## config.mk

```make
export PLATFORM = sky130hd
export DESIGN_NAME = fetch_sequencer
export DESIGN_NICKNAME = d
export VERILOG_FILES = /design/src/rtl/fetch_sequencer.sv
export SDC_FILE = /design/constraint.sdc
export NUM_CORES = 1
export LEC_CHECK = 0
export BUFFER_PORTS_ARGS = -buffer_cell sky130_fd_sc_hd__buf_2
export CORE_ASPECT_RATIO = 0.5
export CORE_MARGIN = 2
export CORE_UTILIZATION = 45
export DETAILED_ROUTE_END_ITERATION = 10
export GPL_TIMING_DRIVEN = 0
export PLACE_DENSITY = 0.75
export SKIP_LAST_GASP = 1
export SLEW_MARGIN = 20
export SYNTH_ARGS = -nofsm -noshare
export SYNTH_HDL_FRONTEND = slang
export SYNTH_SLANG_ARGS = --single-unit
```

## constraint.sdc

```tcl
create_clock -name clock -period 2.78 [get_ports clock]
set_input_delay 0.278 -clock clock [delete_from_list [all_inputs] [get_ports clock]]
set_output_delay 0.278 -clock clock [all_outputs]
set_load 0.02 [all_outputs]
```

## src/rtl/fetch_sequencer.sv

```systemverilog
// fetch_sequencer: program counter and control-flow decode for the
// single-cycle processor. It holds the PC, decodes jumps/branches/in/halt,
// gates architectural writes through exec_en, stalls on the input
// handshake, and stops on halt or on a PC that leaves instruction memory.
module fetch_sequencer #(
    parameter logic [31:0] RESET_PC  = 32'd0,
    parameter int unsigned MEM_DEPTH = 76
) (
    input  logic        clock,
    input  logic        reset_n,
    input  logic [31:0] instruction,
    input  logic [31:0] rs_data,
    input  logic [31:0] rt_data,
    input  logic        in_valid,
    output logic [31:0] read_Address,
    output logic        exec_en,
    output logic        in_ready,
    output logic        link_we,
    output logic [31:0] link_data,
    output logic        halted,
    output logic        fault,
    output logic [31:0] instr_count
);

    typedef enum logic [2:0] {
        S_BOOT,
        S_RUN,
        S_WAIT_IN,
        S_HALT,
        S_FAULT
    } state_t;

    localparam logic [5:0] OP_J    = 6'b100001;
    localparam logic [5:0] OP_JAL  = 6'b100010;
    localparam logic [5:0] OP_JR   = 6'b100011;
    localparam logic [5:0] OP_BEQ  = 6'b010000;
    localparam logic [5:0] OP_BGT  = 6'b010100;
    localparam logic [5:0] OP_IN   = 6'b100110;
    localparam logic [5:0] OP_HALT = 6'b100101;

    // The range check is done one bit wider than the PC so that PC+1 from
    // 0xFFFFFFFF is caught as out of range instead of wrapping to zero.
    localparam logic [32:0] MEM_LIMIT = 33'(MEM_DEPTH);

    state_t      state;
    state_t      next_state;
    logic [31:0] next_pc;
    logic [32:0] pc_plus_one;
    logic [32:0] candidate;
    logic        advance;
    logic [5:0]  op;

    assign op          = instruction[31:26];
    assign pc_plus_one = {1'b0, read_Address} + 33'd1;
    assign link_data   = pc_plus_one[31:0];
    assign halted      = (state == S_HALT) || (state == S_FAULT);
    assign fault       = (state == S_FAULT);

    // State and PC register; reset restarts at RESET_PC through one BOOT cycle.
    always_ff @(posedge clock or negedge reset_n) begin
        if (!reset_n) begin
            state        <= S_BOOT;
            read_Address <= RESET_PC;
        end else begin
            state        <= next_state;
            read_Address <= next_pc;
        end
    end

    // Decode the presented instruction into commit strobes, next PC and next state.
    always_comb begin
        next_state = state;
        next_pc    = read_Address;
        exec_en    = 1'b0;
        in_ready   = 1'b0;
        link_we    = 1'b0;
        advance    = 1'b0;
        candidate  = pc_plus_one;
        case (state)
            S_BOOT: begin
                next_state = S_RUN;
            end
            S_RUN: begin
                exec_en = 1'b1;
                advance = 1'b1;
                case (op)
                    OP_J: begin
                        candidate = {7'd0, instruction[25:0]};
                    end
                    OP_JAL: begin
                        candidate = {7'd0, instruction[25:0]};
                        link_we   = 1'b1;
                    end
                    OP_JR: begin
                        candidate = {1'b0, rs_data};
                    end
                    OP_BEQ: begin
                        if (rs_data == rt_data) begin
                            candidate = {17'd0, instruction[15:0]};
                        end
                    end
                    OP_BGT: begin
                        if ($signed(rs_data) > $signed(rt_data)) begin
                            candidate = {17'd0, instruction[15:0]};
                        end
                    end
                    OP_IN: begin
                        in_ready = 1'b1;
                        if (!in_valid) begin
                            exec_en    = 1'b0;
                            advance    = 1'b0;
                            next_state = S_WAIT_IN;
                        end
                    end
                    OP_HALT: begin
                        advance    = 1'b0;
                        next_state = S_HALT;
                    end
                    default: begin
                        candidate = pc_plus_one;
                    end
                endcase
            end
            S_WAIT_IN: begin
                in_ready = 1'b1;
                exec_en  = in_valid;
                advance  = in_valid;
            end
            default: begin
                next_state = state;
            end
        endcase
        if (advance) begin
            if (candidate >= MEM_LIMIT) begin
                next_state = S_FAULT;
            end else begin
                next_pc    = candidate[31:0];
                next_state = S_RUN;
            end
        end
    end

    // Retired-instruction counter, saturating at all ones.
    always_ff @(posedge clock or negedge reset_n) begin
        if (!reset_n) begin
            instr_count <= 32'd0;
        end else if (exec_en && (instr_count != 32'hFFFF_FFFF)) begin
            instr_count <= instr_count + 32'd1;
        end
    end

endmodule

```

# Yosys cells after proc, flatten, opt, wreduce, memory -nomap -nowiden
# Index checks and enable logic that the tools add are counted.
[classes]
n_addsub = 2
order_cmp = 2
eq_ne = 15
muxes = 18
bitwise = 1
n_reduce_logical = 7
[ops]
columns = ["operator", "n"]
rows = [
  ["33-bit one-hot mux with 4 select lines", 1],
  ["33-bit 2-to-1 mux", 3],
  ["32-bit by 1-bit adder with 33-bit output (second input constant)", 1],
  ["33-bit by 7-bit >= comparator with 1-bit output (second input constant)", 1],
  ["32-bit by 1-bit adder with 32-bit output (second input constant)", 1],
  ["32-bit equality test", 1],
  ["32-bit > comparator", 1],
  ["32-bit inequality test (second input constant)", 1],
  ["6-bit equality test (second input constant)", 5],
  ["6-bit by 5-bit equality test with 1-bit output (second input constant)", 2],
  ["3-bit one-hot mux with 2 select lines", 2],
  ["3-bit 2-to-1 mux", 3],
  ["1-bit one-hot mux with 2 select lines", 4],
  ["3-bit by 2-bit equality test with 1-bit output (second input constant)", 2],
  ["1-bit 2-to-1 mux", 5],
  ["4-bit by 3-bit inequality test with 1-bit output (second input constant)", 1],
  ["4-bit inequality test (second input constant)", 1],
  ["3-bit by 1-bit equality test with 1-bit output (second input constant)", 1],
  ["3-bit equality test (second input constant)", 1],
  ["3-bit logical NOT", 1],
  ["3-bit AND reduction", 1],
  ["3-bit nonzero test", 1],
  ["2-bit AND reduction", 1],
  ["2-bit OR reduction", 1],
  ["other kinds (3)", 3],
]
[word_totals]
ff_bits = 67
input_bits = 99
out_inout_bits = 101
elab_cells = 48

# Longest topological paths before layout
# Gate-level depths: netlist (run 1).
[depth]
word_depth = 7
ltp_mapped = 13
mapped_depth_nobuf = 12

# Least setup slack after synthesis (run 1)
# Ideal clock, no wire load.
[synth_timing]
kind = "input to register"
from = "input port rt_data[1]"
to = "register read_Address[1]"
setup_time_ns = 0.125
arrival_time_ns = 3.077
required_ns = 2.655
path_slack_ns = -0.422
path_stages = 12
n_path_buf = 0
cell_sequence = "inv_1 > ha_1 > nor2b_1 > o211ai_1 > a2111oi_0 > o41ai_2 > a31o_2 > a21oi_1 > a221oi_1 > a31oi_1 > nor3_4 > mux2_2"
[synth_between]
elab_chain_len = 7
word_cells_on_any_way = 9
classes_between = "order compare: 2; eq/ne: 1; mux: 4; bitwise: 1; reduce/logical: 1"
[synth_lines]
columns = ["element", "line", "source"]
rows = [
  ["start: declaration", "13", "input logic [31:0] rt_data,"],
  ["32-bit > comparator or 32-bit equality test (tied branches)", "103, 98", ""],
  ["33-bit 2-to-1 mux (on tied branches)", "103, 98", ""],
  ["33-bit one-hot mux with 4 select lines (*)", "86", "case (op)"],
  ["33-bit 2-to-1 mux (*)", "79", "case (state)"],
  ["33-bit by 7-bit >= comparator with 1-bit output", "134", "if (candidate >= MEM_LIMIT) begin"],
  ["1-bit inverter (no source line)", "n/a", ""],
  ["2-bit AND reduction (no source line)", "n/a", ""],
  ["end signal: assignment", "66", "read_Address <= next_pc;"],
  ["end: declaration", "15", "output logic [31:0] read_Address,"],
]
# Every way passes the cells marked *; elsewhere a longest branch is shown, timed or not.
# A chain may end at the register's enable or synchronous reset.

# Worst setup path in the final report (run 1)
[layout_timing]
from = "register read_Address[1]"
to = "register read_Address[28]"
[layout_between]
elab_chain_len = 7
word_cells_on_any_way = 8
classes_between = "add/sub: 1; order compare: 1; mux: 4; bitwise: 1; reduce/logical: 1"
[layout_lines]
columns = ["element", "line", "source"]
rows = [
  ["32-bit by 1-bit adder with 33-bit output (*)", "54", "assign pc_plus_one = {1'b0, read_Address} + 33'd1;"],
  ["33-bit 2-to-1 mux (on tied branches)", "103, 98", ""],
  ["33-bit one-hot mux with 4 select lines", "86", ""],
  ["33-bit 2-to-1 mux (*)", "79", ""],
  ["33-bit by 7-bit >= comparator with 1-bit output", "134", ""],
  ["1-bit inverter (no source line)", "n/a", ""],
  ["2-bit AND reduction (no source line)", "n/a", ""],
]
# Marks and branches as above.

==> results of run 1 <==
[routing by layer]
| metal | up-vias | track usage | share of wire |
|---|---|---|---|
| li1 | 2623 | - | - |
| met1 | 2650 | 0.321 | 0.43 |
| met2 | 195 | 0.457 | 0.50 |
| met3 | 33 | 0.0491 | 0.055 |
| met4 | 0 | 0.0794 | 0.019 |
| met5 | - | 0 | 0 |
[synth_stat cells, types with 3 or more instances]
| cell type | n |
|---|---|
| nor2b_1 | 28 |
| o211ai_1 | 3 |
| and2_1 | 5 |
| a31o_2 | 3 |
| nand2b_1 | 3 |
| and3_1 | 7 |
| mux2i_1 | 8 |
| o21ai_0 | 18 |
| nor2_1 | 39 |
| a21boi_0 | 4 |
| nor4_1 | 11 |
| a22o_1 | 3 |
| a21oi_1 | 31 |
| and4_1 | 4 |
| a22oi_1 | 3 |
| ha_1 | 34 |
| xor2_1 | 20 |
| or2_2 | 5 |
| xnor2_1 | 43 |
| nor3_1 | 16 |
| or3_1 | 4 |
| nand3_1 | 32 |
| clkbuf_1 | 6 |
| a31oi_1 | 4 |
| a221oi_1 | 3 |
| or4_1 | 4 |
| dfrtp_1 | 67 |
| buf_2 | 3 |
| nand2_1 | 51 |
| nand4_1 | 31 |
| inv_1 | 50 |
| a21o_1 | 3 |
| a211oi_1 | 3 |
[worst min-delay path by stage]
stage	from	endpoint	slack, ps	depth (start not counted)
finish	instruction[6]	read_Address[6]$_DFFE_PN0P_	320	3
CTS	instruction[6]	read_Address[6]$_DFFE_PN0P_	310	3
detailed placement	reset_n	read_Address[25]$_DFFE_PN0P_	210	1
floorplan	reset_n	instr_count[0]$_DFFE_PN0P_	-20	0
global placement	instr_count[14]$_DFFE_PN0P_	instr_count[14]$_DFFE_PN0P_	470	1
global route	instruction[6]	read_Address[6]$_DFFE_PN0P_	350	3
[state kept, by name (all words and copies together) (netlist names)]
signal        cells
read_Address     32
state             3
instr_count      32
[cell type report]
type                       count  share of cell area
clock inverter                 6             0.00857
tap                          145              0.0239
inverter                      50              0.0247
buffer                         7             0.00807
multi-input combinational    461               0.484
timing repair buffer         254               0.197
clock buffer                  10              0.0315
sequential                    67               0.222
[report_power, final]
group	total [µW]	leakage (µW)	internal [µW]	switching [µW]
clock network	1150	0.000148	718	434
logic	294	0.00280	136	159
registers	978	0.000885	977	1.59
total	2420	0.00384	1830	594
[metrics by stage]
| stage | total power (µW) | instances | TNS (ps) |
|---|---|---|---|
| global route | 2530 | 1000 | -14970 |
| floorplan | 1120 | 589 | -5560 |
| detailed placement | 1250 | 934 | -32640 |
| global placement | 1240 | 933 | -30250 |
| finish | 2420 | 1000 | -11200 |
| CTS | 2440 | 994 | -4900 |
[logic make-up (layout without fill, tap and decap cells)]
kind of cell	count (synthesis)	after routing	share of synthesized area
AOI/OAI and AO/OA	99	99	0.132
muxes	10	10	0.0203
xor gates and xnor gates	63	63	0.109
buffers and inverters	61	327	0.0475
DFF	67	67	0.332
adders and majority gates	34	34	0.0841
and+or+nand+nor	255	255	0.276
[tightest hold or removal path, cell delays in order]
cell and delay (ps):
buf_2 90, a221oi_2 70, mux2i_1 160
[timing repair]
action                     in CTS  in global routing
cloned                          1                  1
hold buffers                    1                  0
hold endpoints to repair       25                  0
setup endpoints to repair      41                 40
pin swaps                      25                  3
gates resized for setup        62                 23
setup buffers                  44                  7
==> qor.txt, run 1 <==
Initial DRC count - 396
Syn Area/Cell - 8.59 µm²
Final net count - 983
Worst slack, placed - -1010 ps
Layout cells sized above 1 - 0.433
Clock Path Buffers - 2
Final worst slack - -377 ps
Area grow syn2layout - 50.2%
Die ar. - 0.0122 mm²
H-tree depth - 3
Core Box Area - 0.0110 mm²
Die Y - 79.0 µm
GRT Util Overall - 0.257
Hold Crit Class - input pin to flip-flop
#FFs+latches synth - 67
Critical Path Sink - read_Address[28]$_DFFE_PN0P_
GRT overflow - 0
Post-DP HPWL - 11500 µm
Cell row count - 27
Routability cong. - 0.898
Max transition margin - 0.557
MaxCap Viol Count - 0
Antenna violations before repair - 0
Clock Sinks - 67
Worst slew pin tran - 656 ps
Status - complete, but fails checks
CTS clk-pin slew, worst paths - 60 ps
Number of port buffers - 199
Crit path time final - 3160 ps
Ys Warns - 0
R2r setup slk - -380 ps
Final Hold Viols - 0
Routed WL per cell - 16.2 µm
Critical Path RT - 3000 ps
Cells after Synth - 589
Most frequent cells in the layout - buf_2 (199), dfrtp_1 (58), nand2_1 (51)
FMAX - 317 MHz
Syn_nets - 722
Slew Viols, Final - 0
PwrDens - 319 mW/mm²
Largest net degree at the start of global routing - 43
CTS root buf - clkbuf_16
Synth cell types - 64
Post-Layout Inst Area - 0.00760 mm²
CTS tree - done
DRC viols - 0
Failing checks - negative setup slack
Critical R2R Launch - read_Address[1]$_DFFE_PN0P_
CP endpoint kind - flip-flop
Final ANT Viol Nets - 0
TritonCTS Buffers - 9
R2r worst-path depth - 17
Final setup vio count - 34
Routed vias/inst - 5.50
Crit path buf inv count - 6
First-pass GRT wire length - 25000 µm
LEAKAGE - 0.00384 µW
Final WL - 16200 µm
Most common cell after layout, fill and taps aside - buf_2
Max Fanout on Critical Path - 6
Peak VDD IR - 342 µV
Top cells by area, synth - dfrtp_1 (33%), ha_1 (8.4%), xnor2_1 (7.4%)
Area of the multi-input gates - 0.00368 mm²
Crit path kind - flip-flop to flip-flop
Main synth FF type - dfrtp_1
RSZ-0062 raised after global routing - true
Post-synth EDFFs - 0
Antenna diode count - 0
Top-area cell type share of the netlist area - 0.332
FILL cells - 849
Crit path max-delay family - simple AND/OR/NAND/NOR gates
Die W - 154 µm
Worst Clk Skew - 4.08 ps
Synthesized area - 0.00506 mm²
Worst-Skew Late Latency - 340 ps
Max incr delay on CP - 430 ps
Yosys top cell by area - dfrtp_1
Beginning of the critical path - read_Address[1]$_DFFE_PN0P_
Fin crit share - 1.14
Hold_ws - 323 ps
Placed Area - 0.00644 mm²
Worst path depth - 17
Worst EP arrival - 3380 ps
CP max-delay cell - dfrtp_2
First-pass DRT Iterations - 5
IO Count - 200
Routed vias - 5501
Crit-path cells - ha_4, nand4_1, buf_4, nor3_4, buf_4, and2_1, clkbuf_8, and3_4, a31oi_2, nor3_2, a31o_2, nand4_1, nor3_4, buf_6, buf_6, buf_8, nor2b_1
Initial Utilization - 0.461
Critical path startpoint category - flip-flop
R2r endpoint - read_Address[28]$_DFFE_PN0P_
Post-synthesis sequential area ratio - 0.332
Fraction of registers with async set or reset after synthesis - 1.00
Register area - 0.00169 mm²
Fin util - 0.692
Vias in the first global route - 5086
No activity file was read; power rests on OpenSTA's default activity.
==> run 2: changes to the inputs <==
--- a/config.mk
+++ b/config.mk
@@ -5,10 +5,11 @@
 export SDC_FILE = /design/constraint.sdc
 export NUM_CORES = 1
 export LEC_CHECK = 0
+export ABC_AREA = 1
 export BUFFER_PORTS_ARGS = -buffer_cell sky130_fd_sc_hd__buf_2
 export CORE_ASPECT_RATIO = 0.5
 export CORE_MARGIN = 2
-export CORE_UTILIZATION = 45
+export CORE_UTILIZATION = 47
 export DETAILED_ROUTE_END_ITERATION = 10
 export GPL_TIMING_DRIVEN = 0
 export PLACE_DENSITY = 0.75
==> run 2 against run 1 <==
- register-to-register slack better by 180 ps
- critical path type unchanged
- the flow still finishes with violations (negative setup slack)
- utilization shrank 1.8 points
- critical endpoint is now read_Address[17]$_DFFE_PN0P_
- sequential share of layout area is 1.4 points lower
==> qor.txt, run 2 <==
Status - complete, but fails checks
Failing checks - negative setup slack
Main synth FF type - dfrtp_1
H-tree depth - 3
Biggest regs - instr_count: 32 flops, read_Address: 32 flops, state: 3 flops
Fin crit share - 1.07
Max transition margin - 0.632
First-pass GRT wire length - 32500 µm
Top-area cell type share of the netlist area - 0.285
Number of port buffers - 199
Final setup vio count - 33
Hold Crit Class - input pin to asynchronous set/reset pin
Most frequent cells in the layout - nand2_1 (214), buf_2 (199), inv_1 (152)
Beginning of the critical path - read_Address[1]$_DFFE_PN0P_
RSZ-0062 raised after global routing - true
IO Count - 200
CTS root buf - clkbuf_16
Critical Path RT - 2990 ps
FMAX - 336 MHz
Layout cells sized above 1 - 0.298
R2r endpoint - read_Address[17]$_DFFE_PN0P_
Antenna violations before repair - 0
Routed vias/inst - 5.37
Ys Warns - 0
Final net count - 1252
Routed vias - 6925
Fin util - 0.674
Clock Sinks - 67
Final ANT Viol Nets - 0
DRC viols - 0
Final Power - 2520 µW
Crit path time final - 2970 ps
Core Box Area - 0.0120 mm²
R2r worst-path depth - 21
Antenna diode count - 0
Worst slack, placed - -728 ps
Worst slew pin tran - 552 ps
Area grow syn2layout - 37.7%
Worst Clk Skew - 9.98 ps
CTS clk-pin slew, worst paths - 60 ps
Critical R2R Launch - read_Address[1]$_DFFE_PN0P_
Cells after Synth - 881
#FFs+latches synth - 67
Clock Path Buffers - 2
R2r setup slk - -190 ps
Vias in the first global route - 6615
Slew Viols, Final - 0
Die ar. - 0.0135 mm²
Post-Layout Inst Area - 0.00810 mm²
Critical path startpoint category - flip-flop
GRT overflow - 0
Final worst slack - -193 ps
TritonCTS Buffers - 9
Synth cell types - 47
Initial DRC count - 664
Placed Area - 0.00713 mm²
Commonest cells in the netlist - nand2_1 (228), inv_1 (154), nor2_1 (102), dfrtp_1 (67), nand3_1 (51)
Routability cong. - 0.931
Die Y - 83.1 µm
Post-synth EDFFs - 0
Most common cell after layout, fill and taps aside - nand2_1
Top cells by area, synth - dfrtp_1 (29%), nand2_1 (15%), inv_1 (9.8%)
Setup TNS - -5220 ps
Routed WL per cell - 15.8 µm
Syn_nets - 1014
Initial Utilization - 0.489
Post-DP HPWL - 15500 µm
CTS tree - done
Final WL - 20400 µm
Worst-Skew Late Latency - 330 ps
Worst EP arrival - 3180 ps
Largest net degree at the start of global routing - 59
First-pass DRT Iterations - 6
Final Hold Viols - 0
Synthesized area - 0.00588 mm²
PwrDens - 312 mW/mm²
Die W - 162 µm
Post-synthesis sequential area ratio - 0.285
GRT Util Overall - 0.297
Yosys top cell by area - dfrtp_1
Cell row count - 28
Max Fanout on Critical Path - 6
MaxCap Viol Count - 0
Top-count cell post-synth - nand2_1
Peak VDD IR - 356 µV
LEAKAGE - 0.00481 µW
Fraction of registers with async set or reset after synthesis - 1.00
CP endpoint kind - flip-flop
Crit path kind - flip-flop to flip-flop
Syn Area/Cell - 6.67 µm²
## run 2: cell count changes after synthesis, sizes merged, moves of 10 or more
| cell | change |
|---|---|
| nor3 | +10 |
| nor2 | +68 |
| nand2 | +183 |
| nor2b | -28 |
| inv | +105 |
| xor2 | +27 |
| nand3 | +23 |
| xnor2 | -34 |
## run 2: critical path: stages, from the launching register on
cell,delay (ps)
dfrtp_2,410
ha_4,170
nand2_4,50
nor2_4,110
nand2_2,80
inv_2,90
nand2_2,80
nor2_4,200
nand2_2,100
nor3_4,190
nand2_2,110
xor2_2,170
nand2_1,90
nand2_1,50
nor2_1,90
nand3_1,80
nor2_1,130
nand2_2,120
nor2_4,170
buf_12,150
clkbuf_16,150
nor2_2,30
## run 2: worst max-delay path by stage
stage,end
final,read_Address[17]$_DFFE_PN0P_
after global routing,read_Address[16]$_DFFE_PN0P_
after CTS,read_Address[20]$_DFFE_PN0P_
after detailed placement,read_Address[24]$_DFFE_PN0P_
after global placement,read_Address[26]$_DFFE_PN0P_
after floorplan,read_Address[30]$_DFFE_PN0P_
## run 2: through the flow
stage / hold slack [ps] / instances
2_1_floorplan: -17.6 / 881
3_3_place_gp: 475 / 1245
3_5_place_dp: 133 / 1246
4_1_cts: 339 / 1282
5_1_grt: 338 / 1289
6_report: 328 / 1289
## run 2: area by class of cell
cell class                 count  area, µm²
fill                        1067       3920
multi-input combinational    644       3910
sequential                    67       1690
timing repair buffer         227       1280
inverter                     158        593
clock buffer                  12        256
tap                          165        206
buffer                        12       91.3
clock inverter                 4       72.6
## run 2: power by group
group | total (µW) | switching (µW) | leakage (µW) | internal, µW
clock network | 1250 | 416 | 0.000159 | 832
registers | 976 | 0 | 0.000725 | 976
logic | 300 | 171 | 0.00392 | 129
## run 2: cells by family after synthesis
group,Yosys count,share of synthesized area
buf+inv,170,0.113
compound gates,86,0.0913
fa+ha+maj,34,0.0724
xor+xnor,56,0.0834
flops,67,0.285
mux,1,0.00192
simple gates,467,0.353
## run 2: metal layers
metal | track usage | vias to the layer above | part of all wire
met5 | 0 | - | 0
met4 | 0.0756 | 0 | 0.020
met3 | 0.0634 | 34 | 0.091
met2 | 0.494 | 363 | 0.47
met1 | 0.394 | 3242 | 0.42
li1 | - | 3286 | -
## run 2: what timing repair did
action | CTS | global route
pin swaps | 13 | 18
setup buffers | 17 | 6
setup endpoints to repair | 45 | 44
hold buffers | 1 | 0
resized for setup | 55 | 38
endpoints found under the hold margin | 9 | 0
cloned | 2 | 1
